$ cat config.mk
export PLATFORM = sky130hd
export DESIGN_NAME = seg_scan_capture
export DESIGN_NICKNAME = d
export VERILOG_FILES = /design/src/rtl/calc_pkg.sv /design/src/rtl/seg7_decode.sv /design/src/rtl/seg_scan_capture.sv
export SDC_FILE = /design/constraint.sdc
export NUM_CORES = 1
export LEC_CHECK = 0
export BUFFER_PORTS_ARGS = -buffer_cell sky130_fd_sc_hd__buf_2
export CAP_MARGIN = 10
export CORE_MARGIN = 5
export CORE_UTILIZATION = 50
export DETAILED_ROUTE_END_ITERATION = 10
export GPL_TIMING_DRIVEN = 0
export PLACE_DENSITY = 0.8
export SETUP_SLACK_MARGIN = 0.02
export SLEW_MARGIN = 25
export SYNTH_ARGS = -nofsm -noshare
export SYNTH_HDL_FRONTEND = slang
export SYNTH_HIERARCHICAL = 1
export SYNTH_SLANG_ARGS = --single-unit
$ cat constraint.sdc
create_clock -name clk -period 4.4 [get_ports clk]
set_clock_uncertainty 0.15 [all_clocks]
set_input_delay 0.22 -clock clk [delete_from_list [all_inputs] [get_ports clk]]
set_output_delay 0.22 -clock clk [all_outputs]
set_load 0.01 [all_outputs]
$ cat src/rtl/calc_pkg.sv
// Shared constants for the seven-segment scan capture: active-low segment
// patterns (index 0 = a ... 6 = g), special digit codes, and FSM state type.
package calc_pkg;

  localparam logic [0:6] SEG_0     = 7'b0000001;
  localparam logic [0:6] SEG_1     = 7'b1001111;
  localparam logic [0:6] SEG_2     = 7'b0010010;
  localparam logic [0:6] SEG_3     = 7'b0000110;
  localparam logic [0:6] SEG_4     = 7'b1001100;
  localparam logic [0:6] SEG_5     = 7'b0100100;
  localparam logic [0:6] SEG_6     = 7'b0100000;
  localparam logic [0:6] SEG_7     = 7'b0001111;
  localparam logic [0:6] SEG_8     = 7'b0000000;
  localparam logic [0:6] SEG_9     = 7'b0000100;
  localparam logic [0:6] SEG_MINUS = 7'b1111110;
  localparam logic [0:6] SEG_BLANK = 7'b1111111;

  localparam logic [3:0] CODE_MINUS = 4'hA;
  localparam logic [3:0] CODE_BLANK = 4'hB;
  localparam logic [3:0] CODE_ERR   = 4'hF;

  typedef enum logic {
    ST_IDLE    = 1'b0,
    ST_COLLECT = 1'b1
  } state_t;

endpackage

$ cat src/rtl/seg7_decode.sv
// Combinational decode of an active-low seven-segment pattern into a digit
// code; unrecognised patterns yield CODE_ERR with invalid raised.
module seg7_decode
  import calc_pkg::*;
(
  input  logic [0:6] pat,
  output logic [3:0] code,
  output logic       invalid
);

  always_comb begin
    code    = CODE_ERR;
    invalid = 1'b0;
    case (pat)
      SEG_0:     code = 4'd0;
      SEG_1:     code = 4'd1;
      SEG_2:     code = 4'd2;
      SEG_3:     code = 4'd3;
      SEG_4:     code = 4'd4;
      SEG_5:     code = 4'd5;
      SEG_6:     code = 4'd6;
      SEG_7:     code = 4'd7;
      SEG_8:     code = 4'd8;
      SEG_9:     code = 4'd9;
      SEG_MINUS: code = CODE_MINUS;
      SEG_BLANK: code = CODE_BLANK;
      default:   invalid = 1'b1;
    endcase
  end

endmodule

$ cat src/rtl/seg_scan_capture.sv
// Captures a 4-digit multiplexed seven-segment display scan into stable,
// atomically updated digit codes with glitch filtering and frame timeout.
module seg_scan_capture
  import calc_pkg::*;
#(
  parameter int SETTLE  = 4,
  parameter int TIMEOUT = 65535
) (
  input  logic       clk,
  input  logic       rst_n,
  input  logic [0:6] seg,
  input  logic [0:4] en,
  output logic [0:3] dig0,
  output logic [0:3] dig1,
  output logic [0:3] dig2,
  output logic [0:3] dig3,
  output logic       frame_valid,
  output logic       seg_err,
  output logic       en_err,
  output logic       stale
);

  localparam int SW = (SETTLE  < 1) ? 1 : $clog2(SETTLE + 1);
  localparam int TW = (TIMEOUT < 1) ? 1 : $clog2(TIMEOUT + 1);

  logic [0:6]          seg_s1, seg_s2;
  logic [0:4]          en_s1, en_s2;
  logic [SW-1:0]       scnt;
  logic [TW-1:0]       tcnt;
  logic                chg, settled, accept, multi;
  logic [2:0]          nlow;
  logic [1:0]          idx;
  logic [3:0]          dcode;
  logic                dinv;
  logic [3:0]          mask, mask_nxt;
  logic [3:0][3:0]     shadow;
  logic                complete, tmo;
  state_t              state, nxt;

  always_ff @(posedge clk) begin
    if (!rst_n) begin
      seg_s1 <= '1;
      seg_s2 <= '1;
      en_s1  <= '1;
      en_s2  <= '1;
    end else begin
      seg_s1 <= seg;
      seg_s2 <= seg_s1;
      en_s1  <= en;
      en_s2  <= en_s1;
    end
  end

  // s1 differing from s2 means the synchronized value changes on this edge,
  // so the counter tracks how long seg_s2/en_s2 have held still.
  assign chg = (seg_s1 != seg_s2) || (en_s1 != en_s2);

  always_ff @(posedge clk) begin
    if (!rst_n)                  scnt <= '0;
    else if (chg)                scnt <= '0;
    else if (scnt != SW'(SETTLE)) scnt <= scnt + 1'b1;
  end

  // Fires exactly once per stable window, on the edge that completes SETTLE cycles.
  assign settled = (scnt == SW'(SETTLE - 1));

  always_comb begin
    nlow = '0;
    idx  = '0;
    for (int i = 0; i < 4; i++) begin
      if (!en_s2[i]) begin
        nlow = nlow + 3'd1;
        idx  = 2'(i);
      end
    end
  end

  assign accept = settled && (nlow == 3'd1);
  assign multi  = settled && (nlow >= 3'd2);

  seg7_decode u_dec (
    .pat     (seg_s2),
    .code    (dcode),
    .invalid (dinv)
  );

  assign complete = (state == ST_COLLECT) && (mask == 4'hF);
  assign tmo      = (state == ST_COLLECT) && !complete && !accept &&
                    (tcnt == TW'(TIMEOUT - 1));

  always_ff @(posedge clk) begin
    if (!rst_n) state <= ST_IDLE;
    else        state <= nxt;
  end

  always_comb begin
    nxt = state;
    case (state)
      ST_IDLE:    if (accept) nxt = ST_COLLECT;
      ST_COLLECT: begin
        if (complete)  nxt = accept ? ST_COLLECT : ST_IDLE;
        else if (tmo)  nxt = ST_IDLE;
      end
      default:    nxt = ST_IDLE;
    endcase
  end

  // An accept landing on the completion cycle seeds the next frame.
  always_comb begin
    mask_nxt = mask;
    if (complete || tmo) mask_nxt = '0;
    if (accept)          mask_nxt[idx] = 1'b1;
  end

  always_ff @(posedge clk) begin
    if (!rst_n) begin
      mask   <= '0;
      tcnt   <= '0;
      shadow <= '0;
    end else begin
      mask <= mask_nxt;
      if (accept || nxt != ST_COLLECT) tcnt <= '0;
      else                             tcnt <= tcnt + 1'b1;
      if (accept) shadow[idx] <= dcode;
    end
  end

  always_ff @(posedge clk) begin
    if (!rst_n) begin
      dig0        <= CODE_BLANK;
      dig1        <= CODE_BLANK;
      dig2        <= CODE_BLANK;
      dig3        <= CODE_BLANK;
      frame_valid <= 1'b0;
      seg_err     <= 1'b0;
      en_err      <= 1'b0;
      stale       <= 1'b0;
    end else begin
      frame_valid <= complete;
      if (complete) begin
        dig0 <= shadow[0];
        dig1 <= shadow[1];
        dig2 <= shadow[2];
        dig3 <= shadow[3];
      end
      if (complete)   stale <= 1'b0;
      else if (tmo)   stale <= 1'b1;
      if (accept && dinv) seg_err <= 1'b1;
      if (multi)          en_err  <= 1'b1;
    end
  end

endmodule

==> results of run 1 <==
==> state kept, by name, indices dropped and copies added (netlist names), 5 cells and up <==
signal	count
seg_s1	7
en_s1	5
tcnt	16
seg_s2	7
shadow	16
en_s2	5
==> timing repair <==
action,CTS,global route
hold endpoints to repair,12,0
hold buffers,12,0
resized for setup,0,0
buffers inserted,0,0
==> power breakdown <==
group	total, mW	internal, mW	switching (mW)
Combinational	0.0875	0.0426	0.0449
Sequential	0.780	0.770	0.00964
Clock	0.549	0.227	0.323
==> logic make-up (layout without fill, tap and decap cells) <==
logic type | Yosys count | after routing | share of synthesized area [%]
and+or+nand+nor | 182 | 182 | 26.68
DFF | 84 | 84 | 45.33
AOI/OAI and AO/OA | 38 | 38 | 8.027
buffers and inverters | 35 | 96 | 5.767
xor gates and xnor gates | 32 | 32 | 8.264
muxes | 12 | 12 | 3.238
adders and majority gates | 8 | 8 | 2.698
==> cells in the final DEF (no fill, tap or decap), types with 2 or more instances in the layout <==
cell / netlist / final
a21oi_1: 13 / 13
buf_1: 2 / 2
buf_2: 1 / 34
buf_4: 3 / 3
buf_6: 4 / 4
clkbuf_1: 5 / 5
clkbuf_8: 4 / 13
dfxtp_1: 84 / 84
dlygate4sd3_1: 0 / 12
ha_1: 8 / 8
inv_1: 16 / 16
inv_6: 0 / 2
inv_8: 0 / 3
mux2i_1: 12 / 12
nand2_1: 44 / 44
nand2b_1: 24 / 24
nand3_1: 22 / 22
nand4_1: 11 / 11
nand4b_1: 2 / 2
nor2_1: 27 / 27
nor2b_1: 3 / 3
nor3_1: 21 / 21
nor3b_2: 2 / 2
nor4_1: 8 / 8
nor4_2: 2 / 2
o211ai_1: 2 / 2
o21ai_0: 5 / 5
o21ai_1: 2 / 2
o31ai_1: 4 / 4
or2_2: 2 / 2
or4_1: 2 / 2
xnor2_1: 15 / 15
xor2_1: 15 / 15
==> area by class of cell <==
cell class,count,area (µm²)
buffer,19,153.9
multi-input combinational,272,1814
tap,99,123.9
clock inverter,7,76.32
clock buffer,9,123.9
sequential,84,1682
inverter,16,60.06
fill,660,2934
timing repair buffer,45,285.3
==> final timing paths <==
kind | end | slack (ns)
max reg2reg | tcnt[0] | 1.52
max | tcnt[0] | 1.52
min | en_s1[2] | 0.08
min reg2reg | dig0[1] | 0.30
==> per-layer routing <==
metal	vias up	share of wire, %
li1	1463	-
met1	1344	43
met2	53	50
met3	11	4.6
met4	0	1.8
met5	-	0
==> cells in the mapped netlist (all sizes together) <==
master and n:
a41o 1, nand4bb 1, or2b 2, dfxtp 84, nand2 44, a32oi 1
nand3b 2, nor2b 3, ha 8, o2bb2ai 1, o21ai 7, o221ai 1
nand4 13, buf 10, a311oi 1, o211ai 3, nor3 21, o32ai 1
mux2i 12, a21oi 13, nand3 23, a41oi 1, or4 3, and3 2
nand4b 2, clkbuf 9, o21a 1, or2 3, o31ai 4, o211a 1
o2111a 1, nand2b 24, inv 16, nor2 27, xnor2 17, nor3b 2
xor2 15, nor4 10, a2bb2oi 1
==> metrics by stage <==
step,cell area [µm²],utilization (%),setup slack (ns),power [mW],std cells
floorplan,3710,-,1.759,0.8550,391
global placement,3999,55.13,1.574,0.8735,523
detailed placement,3999,55.13,1.528,0.8763,523
CTS,4319,59.55,1.512,1.427,551
global route,4319,59.55,1.317,1.471,551
finish,4319,59.55,1.523,1.416,551
==> critical path: cells and delay by family, from the launching register on <==
| kind | cells | cell delay (ns) |
|---|---|---|
| xor gates and xnor gates | 1 | 0.29 |
| AOI/OAI and AO/OA | 1 | 0.27 |
| buffers and inverters | 3 | 0.40 |
| and+or+nand+nor | 3 | 0.57 |
| adders and majority gates | 2 | 0.68 |
| DFF | 1 | 0.42 |
==> metrics.yaml, run 1 <==
rows: 31
met3_usage_pct: 3.597
r2r-start: "en_s2[1]"
postRouteWirelength_um: 7187
hp-class: "input pin to flop"
first_iter_violations: 90
worst_setup_path_start_kind: "flop"
gr-usage-met2_pct: 29.33
clock_latency_ns: 0.36
io_buffer_count: 33
clockRootBuffer: "clkbuf_8"
cp_common_cell: "ha_1"
final_hold_viol_count: 0
grt_use_total_pct: 16.83
critPathSlowestCell: "dfxtp_1"
grt_pass1_vias: 2642
drc: 0
overflow: 0
path_cells: "inv_1 > ha_1 > xnor2_2 > ha_1 > or2_2 > o211ai_2 > and3_1 > buf_4 > buf_6 > nor3_1"
htreeDepth: 3
wl_per_cell_um: 13.04
path_class: "flop to flop"
gp_congestion: 0.7492
syn_inst: 391
p_leak_nw: 1.603
setup_viol: 0
met1_usage_pct: 19.97
vias: 2871
syn_to_final_growth_pct: 16.42
cts.sinks: 84
antenna_found_initial: 0
fin_tns_setup_ns: 0
fmax_mhz: 347.5
timing.final.crit_share_pct: 65.39
ys_seq_area_share_pct: 45.33
gr-max-usage-layer: "met2"
maxSlewViolCount: 0
synth_nets: 413
synth.distinct_cells: 56
dieArea_um2: 9242
worstHoldStart: "rst_n"
path_clk_slew_ns: 0.09
ys_warn_count: 6
drive_gt1_share_pct: 18.14
crit_arrival_ns: 2.98
io_pins: 34
synth_seq_cells: 84
avgSynthCellArea_um2: 9.488
grt_max_degree: 19
p_per_area_nw_per_um2: 327.9
vdd_ir_drop_max_uv: 181.8
worstPathRequired_ns: 4.50
ff2ff_path_depth: 10
syn_area_um2: 3710
maxCapViolCount: 0
max-slew-margin-rel_pct: 43.00
dpl.hpwl_um: 5131
worstHoldPathCells: 3
synth.top_cell.area_share_pct: 45.33
die_w_um: 96.14
synth.largest_area_cell: "dfxtp_1"
clockBufferDepth: 2
core_area_um2: 7253
startpoint: "en_s2[1]"
critical_path.max_fanout: 10
drtPass1Iterations: 4
ant_nets: 0
cp_slowest_stage_delay_ns: 0.42
run_status: "finished clean"
timing.final.crit_period_ns: 2.877
via_per_inst: 5.211
die_height_um: 96.14
num_antenna_cells: 0
tightestPinTransition_ns: 0.8479
synthTopCellsByArea: "dfxtp_1 (45%), nand2_1 (4.5%), nand2b_1 (4.0%)"
grt_pass1_wl_um: 12120
cts_buffers: 9
nNetsFinal: 469
cts_tree: "built"
initial_core_util_pct: 51.15
endpoint_kind: "flop"
rsz0062_at_grt: "no"
holdWs_ns: 0.07596
Note: power is estimated with default switching activity, not from simulation.
==> run 2: changes to the inputs <==
clock period = 2.9 ns   (was 4.4 ns; I/O delays follow)
==> metrics.yaml, run 2 (same netlist as run 1, synthesis figures left out) <==
run_status: "finished clean"
fmax_mhz: 368.6
final_cell_mix: "dfxtp_1 (84), nand2_1 (44), buf_2 (34), nor2_1 (27), nand2b_1 (24)"
min_to: "dig0[1]"
vdd_ir_drop_max_uv: 277.1
path_clk_slew_ns: 0.09
die_height_um: 96.14
initial_core_util_pct: 51.15
cp_slowest_stage_delay_ns: 0.42
vias: 2897
holdWs_ns: 0.3045
first_iter_violations: 83
via_per_inst: 5.210
io_buffer_count: 33
met1_usage_pct: 20.26
overflow: 0
p_per_area_nw_per_um2: 492.9
path_class: "flop to flop"
r2r-start: "en_s2[1]"
nNetsFinal: 474
maxCapViolCount: 0
gr-max-usage-layer: "met2"
critical_path.max_fanout: 10
path_cells: "inv_1 > ha_2 > xnor2_2 > ha_1 > or2b_2 > xnor2_4 > and3_1 > buf_4 > buf_6 > nor3_1"
fin_tns_setup_ns: 0
num_antenna_cells: 0
io_pins: 34
gr-usage-met2_pct: 29.27
final_common_cell: "dfxtp_1"
p_leak_nw: 1.618
dpl.hpwl_um: 5131
endpoint_kind: "flop"
worst_setup_path_start_kind: "flop"
met3_usage_pct: 3.753
timing.final.crit_period_ns: 2.713
cts_buffers: 9
cts.sinks: 84
timing.final.crit_share_pct: 93.54
hp-class: "flop to flop"
antenna_found_initial: 0
grt_max_degree: 19
worstHoldPathCells: 2
maxSlewViolCount: 0
crit_arrival_ns: 2.82
clock_latency_ns: 0.36
final_hold_viol_count: 0
drc: 0
clockRootBuffer: "clkbuf_8"
setup_viol: 0
clockBufferDepth: 2
drive_gt1_share_pct: 18.38
rows: 31
die_w_um: 96.14
rsz0062_at_grt: "no"
syn_to_final_growth_pct: 17.77
critPathSlowestCell: "dfxtp_1"
largestRegisters: "shadow: 16 flops, tcnt: 16 flops"
grt_use_total_pct: 17.05
htreeDepth: 3
drtPass1Iterations: 5
ff2ff_path_depth: 10
grt_pass1_wl_um: 12260
max-slew-margin-rel_pct: 43.41
ant_nets: 0
timing.rr.end: "tcnt[0]"
cts_tree: "built"
worstHoldStart: "dig0[1]"
postRouteWirelength_um: 7213
wl_per_cell_um: 12.97
grt_pass1_vias: 2667
reg2reg_setup_slack_ns: 0.19
gp_congestion: 0.7492
dieArea_um2: 9242
core_area_um2: 7253
worstPathRequired_ns: 3.00
tightestPinTransition_ns: 0.8418
==> run 2: changes by cell type in the layout (fill, tap and decap cells not counted), sizes merged <==
| cell | before | now |
|---|---|---|
| dlygate4sd3 | 12 | 16 |
| buf | 43 | 44 |
==> run 2: stage by stage <==
step	instances	power (mW)	instance area [µm²]	utilization, %	setup WS [ns]
finish	556	2.154	4369	60.24	0.1874
global route	556	2.239	4369	60.24	0.02750
CTS	555	2.169	4359	60.10	0.03916
detailed placement	523	1.330	3999	55.13	0.02784
global placement	523	1.325	3999	55.13	0.07412
floorplan	391	1.297	3710	-	0.2588
==> run 2: timing repair <==
item / 4_1_cts / 5_1_grt
pin swaps: 1 / 1
endpoints found under the setup margin: 1 / 20
hold buffers: 16 / 0
resized for setup: 0 / 1
setup buffers: 0 / 1
endpoints found under the hold margin: 16 / 0
==> run 2: layer usage <==
metal / wire, µm / vias up
li1: - / 1474
met1: 3094 / 1350
met2: 3634 / 59
met3: 329 / 14
met4: 155 / 0
met5: 0 / -
==> run 2: critical path: cells and delay by family (launching register included) <==
| family | cells | cell delay [ns] |
|---|---|---|
| flip-flops | 1 | 0.42 |
| XOR/XNOR | 2 | 0.41 |
| buffers and inverters | 3 | 0.40 |
| AND/OR/NAND/NOR | 3 | 0.61 |
| adder cells (fa/ha/maj) | 2 | 0.60 |
==> run 2: final cells by class <==
type	count	area (µm²)
Clock buffer	9	123.9
Inverter	16	60.06
Timing Repair Buffer	50	332.8
Clock inverter	7	76.32
Sequential cell	84	1682
Tap cell	99	123.9
Multi-Input combinational cell	272	1817
Fill cell	659	2884
Buffer	19	153.9
==> run 2: where the power goes <==
part           total [mW]  internal (mW)  switching, mW
sequential           1.18           1.17         0.0146
clock               0.831          0.344          0.487
combinational       0.140         0.0705         0.0692
==> run 2: worst max path at each step <==
stage / endpoint / cells after the start / slack [ns] / start
finish: tcnt[0] / 10 / 0.19 / en_s2[1]
global route: tcnt[12] / 10 / 0.03 / en_s2[1]
CTS: tcnt[0] / 10 / 0.04 / en_s2[1]
detailed placement: tcnt[0] / 10 / 0.03 / en_s2[1]
global placement: tcnt[0] / 10 / 0.07 / en_s2[1]
floorplan: tcnt[11] / 10 / 0.26 / en_s2[1]
==> run 3: changes to the inputs <==
CORE_MARGIN = unset   (was 5)
==> metrics.yaml, run 3 (same netlist as run 1, synthesis figures left out) <==
clock_latency_ns: 0.36
io_pins: 34
clockRootBuffer: "clkbuf_8"
dpl.hpwl_um: 4952
critical_path.max_fanout: 6
ant_nets: 0
drive_gt1_share_pct: 18.95
io_buffer_count: 33
startpoint: "en_s2[1]"
die_w_um: 88.14
endpoint_kind: "flop"
core_area_um2: 7214
fmax_mhz: 368.6
run_status: "finished clean"
path_clk_slew_ns: 0.09
grt_pass1_vias: 2615
grt_use_total_pct: 19.53
timing.final.crit_share_pct: 93.55
initial_core_util_pct: 51.42
num_antenna_cells: 0
postRouteWirelength_um: 7218
maxSlewViolCount: 0
wl_per_cell_um: 12.94
cts.sinks: 84
max-slew-margin-rel_pct: 38.91
drc: 0
grt_max_degree: 17
gp_congestion: 0.8268
maxCapViolCount: 0
nNetsFinal: 476
grt_pass1_wl_um: 11650
overflow: 0
vdd_ir_drop_max_uv: 278.8
htreeDepth: 3
setup_viol: 0
crit_arrival_ns: 2.80
clockBufferDepth: 2
holdWs_ns: 0.3068
timing.final.crit_period_ns: 2.713
final_area_um2: 4394
rows: 31
multi_input_area_um2: 1823
fill_cells: 616
fin_tns_setup_ns: 0
final_cell_mix: "dfxtp_1 (83), nand2_1 (44), buf_2 (34), nor2_1 (27), nand2b_1 (24)"
cts_tree: "built"
p_leak_nw: 1.633
vias: 2877
dpl-instance-area_um2: 3999
seq_area_um2: 1683
via_per_inst: 5.156
r2r-start: "en_s2[1]"
cts_buffers: 9
dieArea_um2: 7768
die_height_um: 88.14
worst_setup_path_start_kind: "flop"
syn_to_final_growth_pct: 18.45
reg2reg_setup_slack_ns: 0.19
p_per_area_nw_per_um2: 498.6
rsz0062_at_grt: "no"
path_class: "flop to flop"
tightestPinTransition_ns: 0.9089
largestRegisters: "shadow: 16 flops, tcnt: 16 flops"
worstPathRequired_ns: 2.98
hp-class: "flop to flop"
first_iter_violations: 139
antenna_found_initial: 0
worstHoldStart: "dig0[1]"
drtPass1Iterations: 5
final_common_cell: "dfxtp_1"
final_hold_viol_count: 0
-- run 3: worst max-delay path, stage by stage (launching register included) --
cell      delay [ns]
dfxtp_2         0.37
inv_1           0.07
ha_1            0.41
xnor2_2         0.22
ha_1            0.20
or2b_2          0.36
xnor2_4         0.17
buf_4           0.14
a311oi_4        0.34
o21ai_0         0.16
-- run 3: final timing paths --
check / end / depth (start not counted)
max: mask[3] / 9
min: dig0[1] / 2
max reg2reg: mask[3] / 9
min reg2reg: dig0[1] / 2
-- run 3: cell type report --
cell class / count / area share (%)
multi-input combinational: 272 / 41.49
clock inverter: 7 / 1.851
tap: 99 / 2.819
buffer: 19 / 3.502
sequential: 84 / 38.30
clock buffer: 9 / 2.819
inverter: 16 / 1.367
timing repair buffer: 52 / 7.859
-- run 3: what timing repair did --
item,in CTS,in global routing
setup endpoints to repair,10,21
hold buffers,15,0
setup buffers,0,4
gates resized for setup,0,2
pin swaps,1,2
endpoints found under the hold margin,16,0
-- run 3: routing by layer --
layer	GRT usage, %	share of wire (%)
met5	0	0
met4	8.798	1.2
met3	3.959	3.2
met2	33.54	51
met1	23.60	45
-- run 3: per-stage QoR --
step                total power, mW  instances  util [%]  setup WS, ns
global placement              1.325        523     55.43       0.08357
global route                  2.269        558     60.91       0.02232
floorplan                     1.297        391         -        0.2588
finish                        2.191        558     60.91        0.1871
CTS                           2.201        554     60.35       0.03165
detailed placement            1.329        523     55.43       0.02253
-- run 3: report_power, final --
part,switching [mW],internal [mW]
logic,0.0709,0.0723
clock network,0.452,0.413
registers,0.0149,1.17
total,0.537,1.65
